--- config.mk ---
export PLATFORM = sky130hd
export DESIGN_NAME = clk_div_ctrl
export DESIGN_NICKNAME = d
export VERILOG_FILES = /design/src/rtl/clk_div_ctrl.sv
export SDC_FILE = /design/constraint.sdc
export NUM_CORES = 1
export LEC_CHECK = 0
export CORE_MARGIN = 3
export CORE_UTILIZATION = 49
export CTS_BUF_LIST = sky130_fd_sc_hd__clkbuf_4 sky130_fd_sc_hd__clkbuf_8 sky130_fd_sc_hd__clkbuf_16
export DETAILED_ROUTE_END_ITERATION = 12
export GPL_TIMING_DRIVEN = 0
export PLACE_DENSITY_LB_ADDON = 0.12
export SYNTH_ARGS = -nofsm -noshare
export SYNTH_HDL_FRONTEND = slang
export SYNTH_SLANG_ARGS = --single-unit
--- constraint.sdc ---
create_clock -name clk -period 2.3 [get_ports clk]
set_clock_uncertainty 0.15 [all_clocks]
set_input_delay 0.23 -clock clk [delete_from_list [all_inputs] [get_ports clk]]
set_output_delay 0.23 -clock clk [all_outputs]
set_load 0.1 [all_outputs]
--- src/rtl/clk_div_ctrl.sv ---
`default_nettype none
// ============================================================================
//  Module      : clk_div_ctrl
//  Description : Runtime-reconfigurable clock divider. Produces a registered
//                divided clock clk_out (high H = N>>1 cycles, low N-H cycles)
//                and changes ratio, starts or stops only at period boundaries,
//                so clk_out never shows a runt or stretched pulse.
//  Ports       : clk        - system clock, rising-edge active
//                reset      - asynchronous active-high reset
//                en         - run (1) / stop at next boundary (0)
//                cfg_valid  - ratio change request valid
//                cfg_div    - requested divide ratio N
//                cfg_ready  - request can be accepted (not in PEND)
//                cfg_done   - 1-cycle pulse when an accepted ratio takes effect
//                cfg_err    - 1-cycle pulse when an accepted ratio is < 2
//                cur_div    - ratio currently in force
//                clk_out    - divided clock
//                tick       - 1-cycle pulse on the first cycle of each period
//                running    - 1 while RUN or PEND
//  Revision    : 1.0 - initial release
// ============================================================================
module clk_div_ctrl #(
    parameter int CNT_W       = 8,
    parameter int DEFAULT_DIV = 4
) (
    input  logic             clk,
    input  logic             reset,
    input  logic             en,
    input  logic             cfg_valid,
    input  logic [CNT_W-1:0] cfg_div,
    output logic             cfg_ready,
    output logic             cfg_done,
    output logic             cfg_err,
    output logic [CNT_W-1:0] cur_div,
    output logic             clk_out,
    output logic             tick,
    output logic             running
);

    localparam logic [1:0] c_st_off  = 2'd0;
    localparam logic [1:0] c_st_run  = 2'd1;
    localparam logic [1:0] c_st_pend = 2'd2;

    localparam logic [CNT_W-1:0] c_default_div = CNT_W'(DEFAULT_DIV);
    localparam logic [CNT_W-1:0] c_min_div     = CNT_W'(2);
    localparam logic [CNT_W-1:0] c_one         = CNT_W'(1);

    logic [1:0]       r_state,    w_state_nxt;
    logic [CNT_W-1:0] r_cnt,      w_cnt_nxt;
    logic [CNT_W-1:0] r_cur_div,  w_cur_div_nxt;
    logic [CNT_W-1:0] r_pend_div, w_pend_div_nxt;
    logic             r_clk_out,  w_clk_out_nxt;
    logic             r_tick,     w_tick_nxt;
    logic             r_cfg_done, w_cfg_done_nxt;
    logic             r_cfg_err,  w_cfg_err_nxt;

    logic             w_accept;
    logic             w_bad_div;
    logic             w_good;
    logic             w_last;
    logic [CNT_W-1:0] w_half;
    logic [CNT_W-1:0] w_cnt_inc;

    always_ff @(posedge clk or posedge reset) begin
        if (reset) begin
            r_state    <= c_st_off;
            r_cnt      <= '0;
            r_cur_div  <= c_default_div;
            r_pend_div <= '0;
            r_clk_out  <= 1'b0;
            r_tick     <= 1'b0;
            r_cfg_done <= 1'b0;
            r_cfg_err  <= 1'b0;
        end else begin
            r_state    <= w_state_nxt;
            r_cnt      <= w_cnt_nxt;
            r_cur_div  <= w_cur_div_nxt;
            r_pend_div <= w_pend_div_nxt;
            r_clk_out  <= w_clk_out_nxt;
            r_tick     <= w_tick_nxt;
            r_cfg_done <= w_cfg_done_nxt;
            r_cfg_err  <= w_cfg_err_nxt;
        end
    end

    always_comb begin
        w_accept  = cfg_valid && (r_state != c_st_pend);
        w_bad_div = (cfg_div < c_min_div);
        w_good    = w_accept && !w_bad_div;
        w_last    = (r_cnt == (r_cur_div - c_one));
        w_half    = r_cur_div >> 1;
        w_cnt_inc = r_cnt + c_one;

        w_state_nxt    = r_state;
        w_cnt_nxt      = r_cnt;
        w_cur_div_nxt  = r_cur_div;
        w_pend_div_nxt = r_pend_div;
        w_clk_out_nxt  = r_clk_out;
        w_tick_nxt     = 1'b0;
        w_cfg_done_nxt = 1'b0;
        // A rejected ratio only raises the error pulse; nothing else moves.
        w_cfg_err_nxt  = w_accept && w_bad_div;

        case (r_state)
            c_st_off: begin
                w_cnt_nxt     = '0;
                w_clk_out_nxt = 1'b0;
                if (w_good) begin
                    w_cur_div_nxt  = cfg_div;
                    w_cfg_done_nxt = 1'b1;
                end
                if (en) begin
                    w_state_nxt   = c_st_run;
                    w_clk_out_nxt = 1'b1;
                    w_tick_nxt    = 1'b1;
                end
            end
            c_st_run, c_st_pend: begin
                if (w_last) begin
                    w_cnt_nxt = '0;
                    if (r_state == c_st_pend) begin
                        w_cur_div_nxt  = r_pend_div;
                        w_cfg_done_nxt = 1'b1;
                    end else if (w_good) begin
                        // Request landing on the boundary applies immediately.
                        w_cur_div_nxt  = cfg_div;
                        w_cfg_done_nxt = 1'b1;
                    end
                    if (en) begin
                        // H >= 1 for every legal ratio, so a new period
                        // always starts high.
                        w_state_nxt   = c_st_run;
                        w_clk_out_nxt = 1'b1;
                        w_tick_nxt    = 1'b1;
                    end else begin
                        w_state_nxt   = c_st_off;
                        w_clk_out_nxt = 1'b0;
                    end
                end else begin
                    w_cnt_nxt     = w_cnt_inc;
                    w_clk_out_nxt = (w_cnt_inc < w_half);
                    if ((r_state == c_st_run) && w_good) begin
                        w_pend_div_nxt = cfg_div;
                        w_state_nxt    = c_st_pend;
                    end
                end
            end
            default: begin
                w_state_nxt   = c_st_off;
                w_cnt_nxt     = '0;
                w_clk_out_nxt = 1'b0;
            end
        endcase
    end

    assign cfg_ready = (r_state != c_st_pend);
    assign running   = (r_state == c_st_run) || (r_state == c_st_pend);
    assign cfg_done  = r_cfg_done;
    assign cfg_err   = r_cfg_err;
    assign cur_div   = r_cur_div;
    assign clk_out   = r_clk_out;
    assign tick      = r_tick;

endmodule
`default_nettype wire

==> flow_summary.ini, run 1 <==
[cells_and_area]
mostFrequentLayoutCells = dfrtp_1, clkdlybuf4s50_1, inv_1, nor2_1, ha_1
fill_cells = 254
drive_above_1_share_pct = 24.2
syn_to_final_growth_pct = 36.5
layout_commonest_cell = dfrtp_1
multiInputGateArea_um2 = 1200
regArea_um2 = 763
fin_nets = 254
antennaDiodeCount = 0

[detailed_routing]
wirelength_mm = 4.70
viasPerCell = 5.91
vias = 1638
ant_nets = 0
drt_iter0_drc = 121
dr.pass1.iters = 5
wl_per_cell_um = 16.9
drt_drc_violations_left = 0

[logic_synthesis]
syn-num-nets = 216
synthCells = 192
synth_top_family_by_area = compound AO/OA/AOI/OAI gates
synthArstFlopShare_pct = 100
synth_compound_area_share_pct = 19.5
synth_mux_area_share_pct = 4.84
synth-main-ff-cell = dfrtp_1
avgSynthCellArea_um2 = 9.70
yosysWarnings = 0
synthSimpleGateAreaFrac_pct = 15.2
synth-seq-area-share_pct = 40.4
ys_types = 40
synthAdderAreaFrac_pct = 8.06
synth_xor_area_share_pct = 7.52
synth_seq_cells = 30
netlist_area_um2 = 1860
synth-edff-count = 0

[clocking]
cts_buffers = 5
holdBufCountCts = 0
clockBufferDepth = 2
tritoncts = yes
clock_latency_ns = 0.28
clock_sinks = 30
cts_max_level = 2
clock-root-buffer = clkbuf_8
clk_pin_slew_ns = 0.07

[critical_path]
cp_slowest_stage_delay_ns = 0.54
required_ns = 2.31
crit_family = simple AND/OR/NAND/NOR gates
r2r-end = r_pend_div[5]$_DFFE_PP0P_
critPathBufInv = 1
crit_chain = or4_4 -> or3_1 -> a211oi_2 -> o21ba_4 -> o211ai_4 -> buf_12 -> mux2_4
rrSetupSlack_ns = -0.40
cp_num_cells = 7
crit_type = register to register
cp-end-kind = register
reg2reg_depth = 7
crit_fanout = 8
critical_path_arrival_ns = 2.71
worstSetupStartpoint = cur_div[4]$_DFFE_PP0P_
cpMaxStageDelayCell = or4_4
endpoint = r_pend_div[5]$_DFFE_PP0P_
r2r_start = cur_div[4]$_DFFE_PP0P_
cp-start-kind = register

[sta]
fin_ws_ns = -0.399
worstMarginPinSlew_ns = 1.15
hold_violations = 0
fmax_mhz = 370
maxSlewHeadroom_pct = 23.5
setup_viol_count_final = 29
fin_crit_sh_pct = 117
maxSlewViolCount = 0
min_period_ns = 2.70
fin_hold_ws_ns = 0.368
grt_setup_unrepaired = yes

[floorplanning]
start_util_pct = 53.3
io_pins = 26
dieArea_um2 = 4580
die_y_um = 67.7
dieWidth_um = 67.7
row_count = 21
core_area_um2 = 3490

[hold_path]
hold_class = register to register

[pwr]
switching_share_pct = 52.2
seqPwrFrac_pct = 24.1
finalPower_mw = 3.99
peakVddDrop_v = 0.00123
p_sw_mw = 2.09
leakagePower_nw = 1.12
combPwrFrac_pct = 63.4
pwr-share-clk_pct = 12.5
p_int_mw = 1.91
power.density_nw_per_um2 = 1570

[place]
dp_hpwl_mm = 3.20
io_buffers = 25
place_congestion = 0.831

[grt]
antenna_found_initial = 0
grt_max_degree = 31
track_usage_pct = 22.2
grt_pass1_wl_mm = 7.53
grt_pass1_vias = 1575
grt-ovfl-total = 0

[outcome]
status = finished with violations
violations = negative setup slack

[flow_run]
maxCapViolCount = 0
cells in the mapped netlist (7+ instances only):
cell type   n  share of area, %
dfrtp_1    29                39
inv_1      15               3.0
nor2_1     15               3.0
ha_1       12               8.1
a21oi_1    10               2.7
nand2_1    10               2.0
xnor2_1     9               4.2
mux2_2      8               4.8
nand3_1     8               2.1
nor2b_1     7               2.4
o22a_1      7               3.3
xor2_1      7               3.3
stage by stage:
| stage | instance area (µm²) | setup slack (ns) | cells | TNS, ns | util [%] |
|---|---|---|---|---|---|
| global placement | 2210 | -0.503 | 263 | -9.84 | 63.3 |
| floorplan | 1900 | -0.537 | 192 | -10.63 | - |
| CTS | 2420 | -0.438 | 273 | -9.47 | 69.3 |
| finish | 2540 | -0.399 | 277 | -8.91 | 72.8 |
| global route | 2540 | -0.440 | 277 | -10.77 | 72.8 |
| detailed placement | 2210 | -0.535 | 263 | -11.58 | 63.3 |
state kept, by name (all words and copies together), names as in the netlist:
signal / count
cur_div: 8
r_cnt: 8
r_pend_div: 8
r_state: 2
cfg_done: 1
cfg_err: 1
clk_out: 1
tick: 1
power by group through the flow:
stage	Combinational (mW)	Sequential (mW)	Clock, mW
after floorplan	1.03	1.59	0
after global placement	2.13	0.927	0
after detailed placement	2.17	0.943	0
after CTS	2.32	0.936	0.500
after global routing	2.70	0.985	0.530
final	2.53	0.963	0.500
what timing repair did:
action / in CTS / in global routing
pin swaps: 5 / 13
resized for setup: 20 / 25
endpoints found under the setup margin: 32 / 33
cloned: 0 / 1
buffers inserted: 2 / 5
metal layers:
layer	share of wire, %	global-route usage [%]	up-vias
li1	-	-	770
met1	43	28.8	821
met2	50	37.2	40
met3	4.7	5.32	7
met4	1.3	5.57	0
met5	0	0	-
cell type report:
cell class | count | share of cell area (%)
inverters | 15 | 2.21
clock buffers | 8 | 4.33
plain buffers | 3 | 0.738
flip-flops and latches | 30 | 30.0
well taps | 46 | 2.26
multi-input cells | 142 | 47.4
repair buffers | 33 | 13.1
logic make-up after synthesis:
| logic type | count (synthesis) |
|---|---|
| compound gates | 50 |
| flops | 30 |
| buf+inv | 20 |
| simple gates | 56 |
| xor+xnor | 16 |
| mux | 8 |
| fa+ha+maj | 12 |
how the worst min path moves through the flow:
stage | cells past startpoint | slack (ns) | from | end
6_report | 1 | 0.37 | r_pend_div[7]$_DFFE_PP0P_ | r_pend_div[7]$_DFFE_PP0P_
3_3_place_gp | 1 | 0.34 | r_pend_div[3]$_DFFE_PP0P_ | r_pend_div[3]$_DFFE_PP0P_
3_5_place_dp | 1 | 0.34 | r_pend_div[3]$_DFFE_PP0P_ | r_pend_div[3]$_DFFE_PP0P_
2_1_floorplan | 1 | 0.17 | reset | cfg_done$_DFF_PP0_
5_1_grt | 1 | 0.38 | r_pend_div[3]$_DFFE_PP0P_ | r_pend_div[3]$_DFFE_PP0P_
4_1_cts | 1 | 0.36 | r_pend_div[3]$_DFFE_PP0P_ | r_pend_div[3]$_DFFE_PP0P_
No activity file was read; power rests on OpenSTA's default activity.
==> inputs of run 2 (changes only) <==
--- a/config.mk
+++ b/config.mk
@@ -5,7 +5,8 @@
 export SDC_FILE = /design/constraint.sdc
 export NUM_CORES = 1
 export LEC_CHECK = 0
-export CORE_MARGIN = 3
+export ABC_CLOCK_PERIOD_IN_PS = 2300
+export CORE_MARGIN = 5
 export CORE_UTILIZATION = 49
 export CTS_BUF_LIST = sky130_fd_sc_hd__clkbuf_4 sky130_fd_sc_hd__clkbuf_8 sky130_fd_sc_hd__clkbuf_16
 export DETAILED_ROUTE_END_ITERATION = 12
==> flow_summary.ini, run 2 (synthesis gave the netlist of run 1 again) <==
[hold_path]
whs_endpoint = r_pend_div[5]$_DFFE_PP0P_
hold_class = register to register
hp-start = r_pend_div[5]$_DFFE_PP0P_
hold_depth = 1

[pwr]
peakVddDrop_v = 0.00118
power.density_nw_per_um2 = 1550
finalPower_mw = 3.80
leakagePower_nw = 1.10

[detailed_routing]
viasPerCell = 5.87
drt_iter0_drc = 90
drt_drc_violations_left = 0
dr.pass1.iters = 5
wirelength_mm = 4.61
vias = 1643
ant_nets = 0
wl_per_cell_um = 16.5

[floorplanning]
row_count = 22
io_pins = 26
die_y_um = 71.7
dieArea_um2 = 5140
dieWidth_um = 71.7
core_area_um2 = 3660
start_util_pct = 50.9

[critical_path]
crit_fanout = 8
reg2reg_depth = 7
critical_path_arrival_ns = 2.68
r2r-end = r_pend_div[4]$_DFFE_PP0P_
crit_type = register to register
cp-start-kind = register
r2r_start = cur_div[4]$_DFFE_PP0P_
rrSetupSlack_ns = -0.36
cp-end-kind = register
required_ns = 2.32

[place]
io_buffers = 25
place_area_um2 = 2210
place_congestion = 0.841
dp_hpwl_mm = 3.39

[sta]
maxSlewViolCount = 0
grt_setup_unrepaired = yes
setup_viol_count_final = 29
hold_violations = 0
fin_ws_ns = -0.358
min_period_ns = 2.66
fmax_mhz = 376
maxSlewHeadroom_pct = 23.4
fin_crit_sh_pct = 116
worstMarginPinSlew_ns = 1.15

[clocking]
cts_buffers = 5
clockBufferDepth = 2
clock-root-buffer = clkbuf_8
clock_sinks = 30
clk_pin_slew_ns = 0.06
holdBufCountCts = 0
clock_latency_ns = 0.29
tritoncts = yes
cts_max_level = 2

[grt]
grt_pass1_vias = 1676
grt-ovfl-total = 0
track_usage_pct = 18.9
grt_pass1_wl_mm = 7.67
antenna_found_initial = 0
grt_max_degree = 31

[cells_and_area]
fin_nets = 255
final_util_pct = 67.0
layout_commonest_cell = dfrtp_1
mostFrequentLayoutCells = dfrtp_1, clkdlybuf4s50_1, inv_1, nor2_1, ha_1
drive_above_1_share_pct = 20.7
antennaDiodeCount = 0
design_area_um2 = 2450
syn_to_final_growth_pct = 31.7

[outcome]
status = finished with violations
violations = negative setup slack

[flow_run]
maxCapViolCount = 0
==> run 2: cell count changes in the layout (fill, tap and decap cells not counted), sizes merged <==
| cell | previous run | this run |
|---|---|---|
| clkinv | 0 | 1 |
| dlygate4sd2 | 1 | 2 |
| dlymetal6s2s | 3 | 2 |
==> run 2: metrics by stage <==
stage	hold WS [ns]	worst slack, ns	setup TNS, ns	instances
5_1_grt	0.373	-0.437	-10.06	280
3_3_place_gp	0.338	-0.507	-9.77	265
6_report	0.368	-0.358	-6.86	280
3_5_place_dp	0.344	-0.535	-10.60	265
2_1_floorplan	0.170	-0.537	-10.63	192
4_1_cts	0.362	-0.418	-10.03	276
==> run 2: what timing repair did <==
action | 4_1_cts | 5_1_grt
setup buffers | 3 | 5
gates resized for setup | 17 | 13
setup endpoints to repair | 33 | 31
cloned | 0 | 0
pin swaps | 4 | 5
==> run 2: final cells by class <==
class,instances,area (µm²)
Clock buffer,7,90.1
Clock inverter,1,5.00
Tap cell,48,60.1
Sequential cell,30,763
Timing Repair Buffer,33,322
Multi-Input combinational cell,142,1140
Buffer,4,18.8
Inverter,15,56.3
Fill cell,292,1210
==> run 2: worst max path at each step <==
stage	startpoint	end	slack (ns)
2_1_floorplan	cur_div[2]$_DFFE_PP1P_	r_pend_div[0]$_DFFE_PP0P_	-0.54
3_3_place_gp	cur_div[2]$_DFFE_PP1P_	r_pend_div[5]$_DFFE_PP0P_	-0.51
3_5_place_dp	cur_div[2]$_DFFE_PP1P_	r_pend_div[6]$_DFFE_PP0P_	-0.54
4_1_cts	cur_div[2]$_DFFE_PP1P_	r_pend_div[3]$_DFFE_PP0P_	-0.42
5_1_grt	cur_div[4]$_DFFE_PP0P_	r_pend_div[4]$_DFFE_PP0P_	-0.44
6_report	cur_div[4]$_DFFE_PP0P_	r_pend_div[4]$_DFFE_PP0P_	-0.36
==> run 2: power breakdown <==
part           switching, mW  total, mW  internal (mW)
combinational           1.62       2.41          0.793
sequential             0.187      0.932          0.745
clock                  0.204      0.457          0.253
total                   2.01       3.80           1.79
==> run 2: worst max-delay path, cell delays in order (launching register included) <==
cell and delay (ns):
dfrtp_2 0.43, or4_4 0.55, or3_4 0.34, a211oi_2 0.24, o21ba_4 0.19, o211ai_4 0.17, buf_12 0.16, mux2_4 0.30
==> run 2: metal layers <==
layer  part of all wire [%]  track usage (%)  vias up
met3                    4.6             5.19       16
met5                      0                0        -
met2                     51             32.2       52
li1                       -                -      782
met1                     42             21.8      793
met4                    2.5             8.98        0
==> inputs of run 3 (changes only) <==
--- a/config.mk
+++ b/config.mk
@@ -6,6 +6,7 @@
 export NUM_CORES = 1
 export LEC_CHECK = 0
 export ABC_CLOCK_PERIOD_IN_PS = 2300
+export CAP_MARGIN = 20
 export CORE_MARGIN = 5
 export CORE_UTILIZATION = 49
 export CTS_BUF_LIST = sky130_fd_sc_hd__clkbuf_4 sky130_fd_sc_hd__clkbuf_8 sky130_fd_sc_hd__clkbuf_16
==> flow_summary.ini, run 3 (synthesis gave the netlist of run 1 again) <==
[floorplanning]
dieWidth_um = 71.7
dieArea_um2 = 5140
start_util_pct = 50.9
io_pins = 26
die_y_um = 71.7
core_area_um2 = 3660
row_count = 22

[cells_and_area]
fin_nets = 256
syn_to_final_growth_pct = 33.3
layout_commonest_cell = dfrtp_1
fill_cells = 292
drive_above_1_share_pct = 21.0
antennaDiodeCount = 0
mostFrequentLayoutCells = dfrtp_1, clkdlybuf4s50_1, inv_1, nor2_1, ha_1
design_area_um2 = 2480

[grt]
grt-ovfl-total = 0
grt_pass1_wl_mm = 7.65
grt_max_degree = 20
antenna_found_initial = 0
grt_pass1_vias = 1665
track_usage_pct = 18.9

[sta]
setup_viol_count_final = 29
setup_tns_ns = -6.44
fin_ws_ns = -0.337
maxSlewHeadroom_pct = 34.9
worstMarginPinSlew_ns = 0.974
maxSlewViolCount = 0
fmax_mhz = 379
grt_setup_unrepaired = yes
fin_crit_sh_pct = 115
hold_violations = 0
min_period_ns = 2.64

[pwr]
peakVddDrop_v = 0.00107
power.density_nw_per_um2 = 1530
leakagePower_nw = 1.12

[clocking]
clockBufferDepth = 2
tritoncts = yes
clock_latency_ns = 0.28
clock_sinks = 30
cts_buffers = 5
clock-root-buffer = clkbuf_8
cts_max_level = 2
holdBufCountCts = 0
clk_pin_slew_ns = 0.06

[detailed_routing]
ant_nets = 0
drt_iter0_drc = 93
wirelength_mm = 4.68
vias = 1645
viasPerCell = 5.85
dr.pass1.iters = 4
wl_per_cell_um = 16.6
drt_drc_violations_left = 0

[critical_path]
r2r_start = cur_div[4]$_DFFE_PP0P_
cp-end-kind = register
crit_family = simple AND/OR/NAND/NOR gates
cp_slowest_stage_delay_ns = 0.54
cp-start-kind = register
required_ns = 2.31
crit_type = register to register
critPathBufInv = 1
crit_chain = or4_4 -> or3_4 -> a211oi_2 -> o21ba_4 -> o211ai_4 -> buf_12 -> mux2_4
cpMaxStageDelayCell = or4_4
crit_fanout = 8
critical_path_arrival_ns = 2.65
worstSetupStartpoint = cur_div[4]$_DFFE_PP0P_

[outcome]
violations = negative setup slack
status = finished with violations

[place]
place_congestion = 0.841
io_buffers = 25
dp_slack_ns = -0.547
place_area_um2 = 2240
dp_hpwl_mm = 3.48

[flow_run]
maxCapViolCount = 0

[hold_path]
hold_class = input pin to async pin
==> run 3: what timing repair did <==
item                                    in CTS  in global routing
pin swaps                                    4                  5
endpoints found under the setup margin      33                 32
hold endpoints to repair                     0                  0
resized for setup                           22                  8
setup buffers                                4                  4
==> run 3: stage by stage <==
step           util [%]  hold slack, ns  instances  total power [mW]
2_1_floorplan         -           0.170        192              2.62
3_3_place_gp       60.5           0.338        265              3.06
3_5_place_dp       61.2           0.346        266              3.13
6_report           67.8           0.188        281              3.79
4_1_cts            66.9           0.209        278              3.75
5_1_grt            67.8           0.219        281              4.00
==> run 3: routing by layer <==
| metal | GRT usage [%] | up-vias | part of all wire (%) | wire [µm] |
|---|---|---|---|---|
| met2 | 33.3 | 41 | 51 | 2380 |
| met4 | 6.47 | 0 | 1.9 | 87 |
| met1 | 21.9 | 816 | 43 | 2010 |
| met3 | 5.33 | 10 | 4.3 | 199 |
| li1 | - | 778 | - | - |
| met5 | 0 | - | 0 | 0 |
==> run 3: area by class of cell <==
type                            instances  area, µm²  area share (%)
Buffer                                  4       18.8           0.756
Clock buffer                            7       90.1            3.63
Clock inverter                          1       5.00           0.202
Inverter                               15       56.3            2.27
Multi-Input combinational cell        142       1140            45.8
Sequential cell                        30        763            30.7
Tap cell                               48       60.1            2.42
Timing Repair Buffer                   34        352            14.2
==> run 3: where the power goes <==
group	total, mW	switching (mW)	internal [mW]	leakage (nW)
registers	0.923	0.178	0.745	0.368
clock network	0.444	0.192	0.253	0.0517
logic	2.42	1.63	0.798	0.699
==> run 3: path summary, 6_finish.rpt <==
kind / to / slack [ns] / depth (start not counted)
max: r_pend_div[6]$_DFFE_PP0P_ / -0.34 / 7
max reg2reg: r_pend_div[6]$_DFFE_PP0P_ / -0.34 / 7
max in group asynchronous: cur_div[1]$_DFFE_PP0P_ / 1.31 / 3
min in group clk: r_pend_div[3]$_DFFE_PP0P_ / 0.37 / 1
min reg2reg: r_pend_div[3]$_DFFE_PP0P_ / 0.37 / 1
min: cur_div[4]$_DFFE_PP0P_ / 0.19 / 2
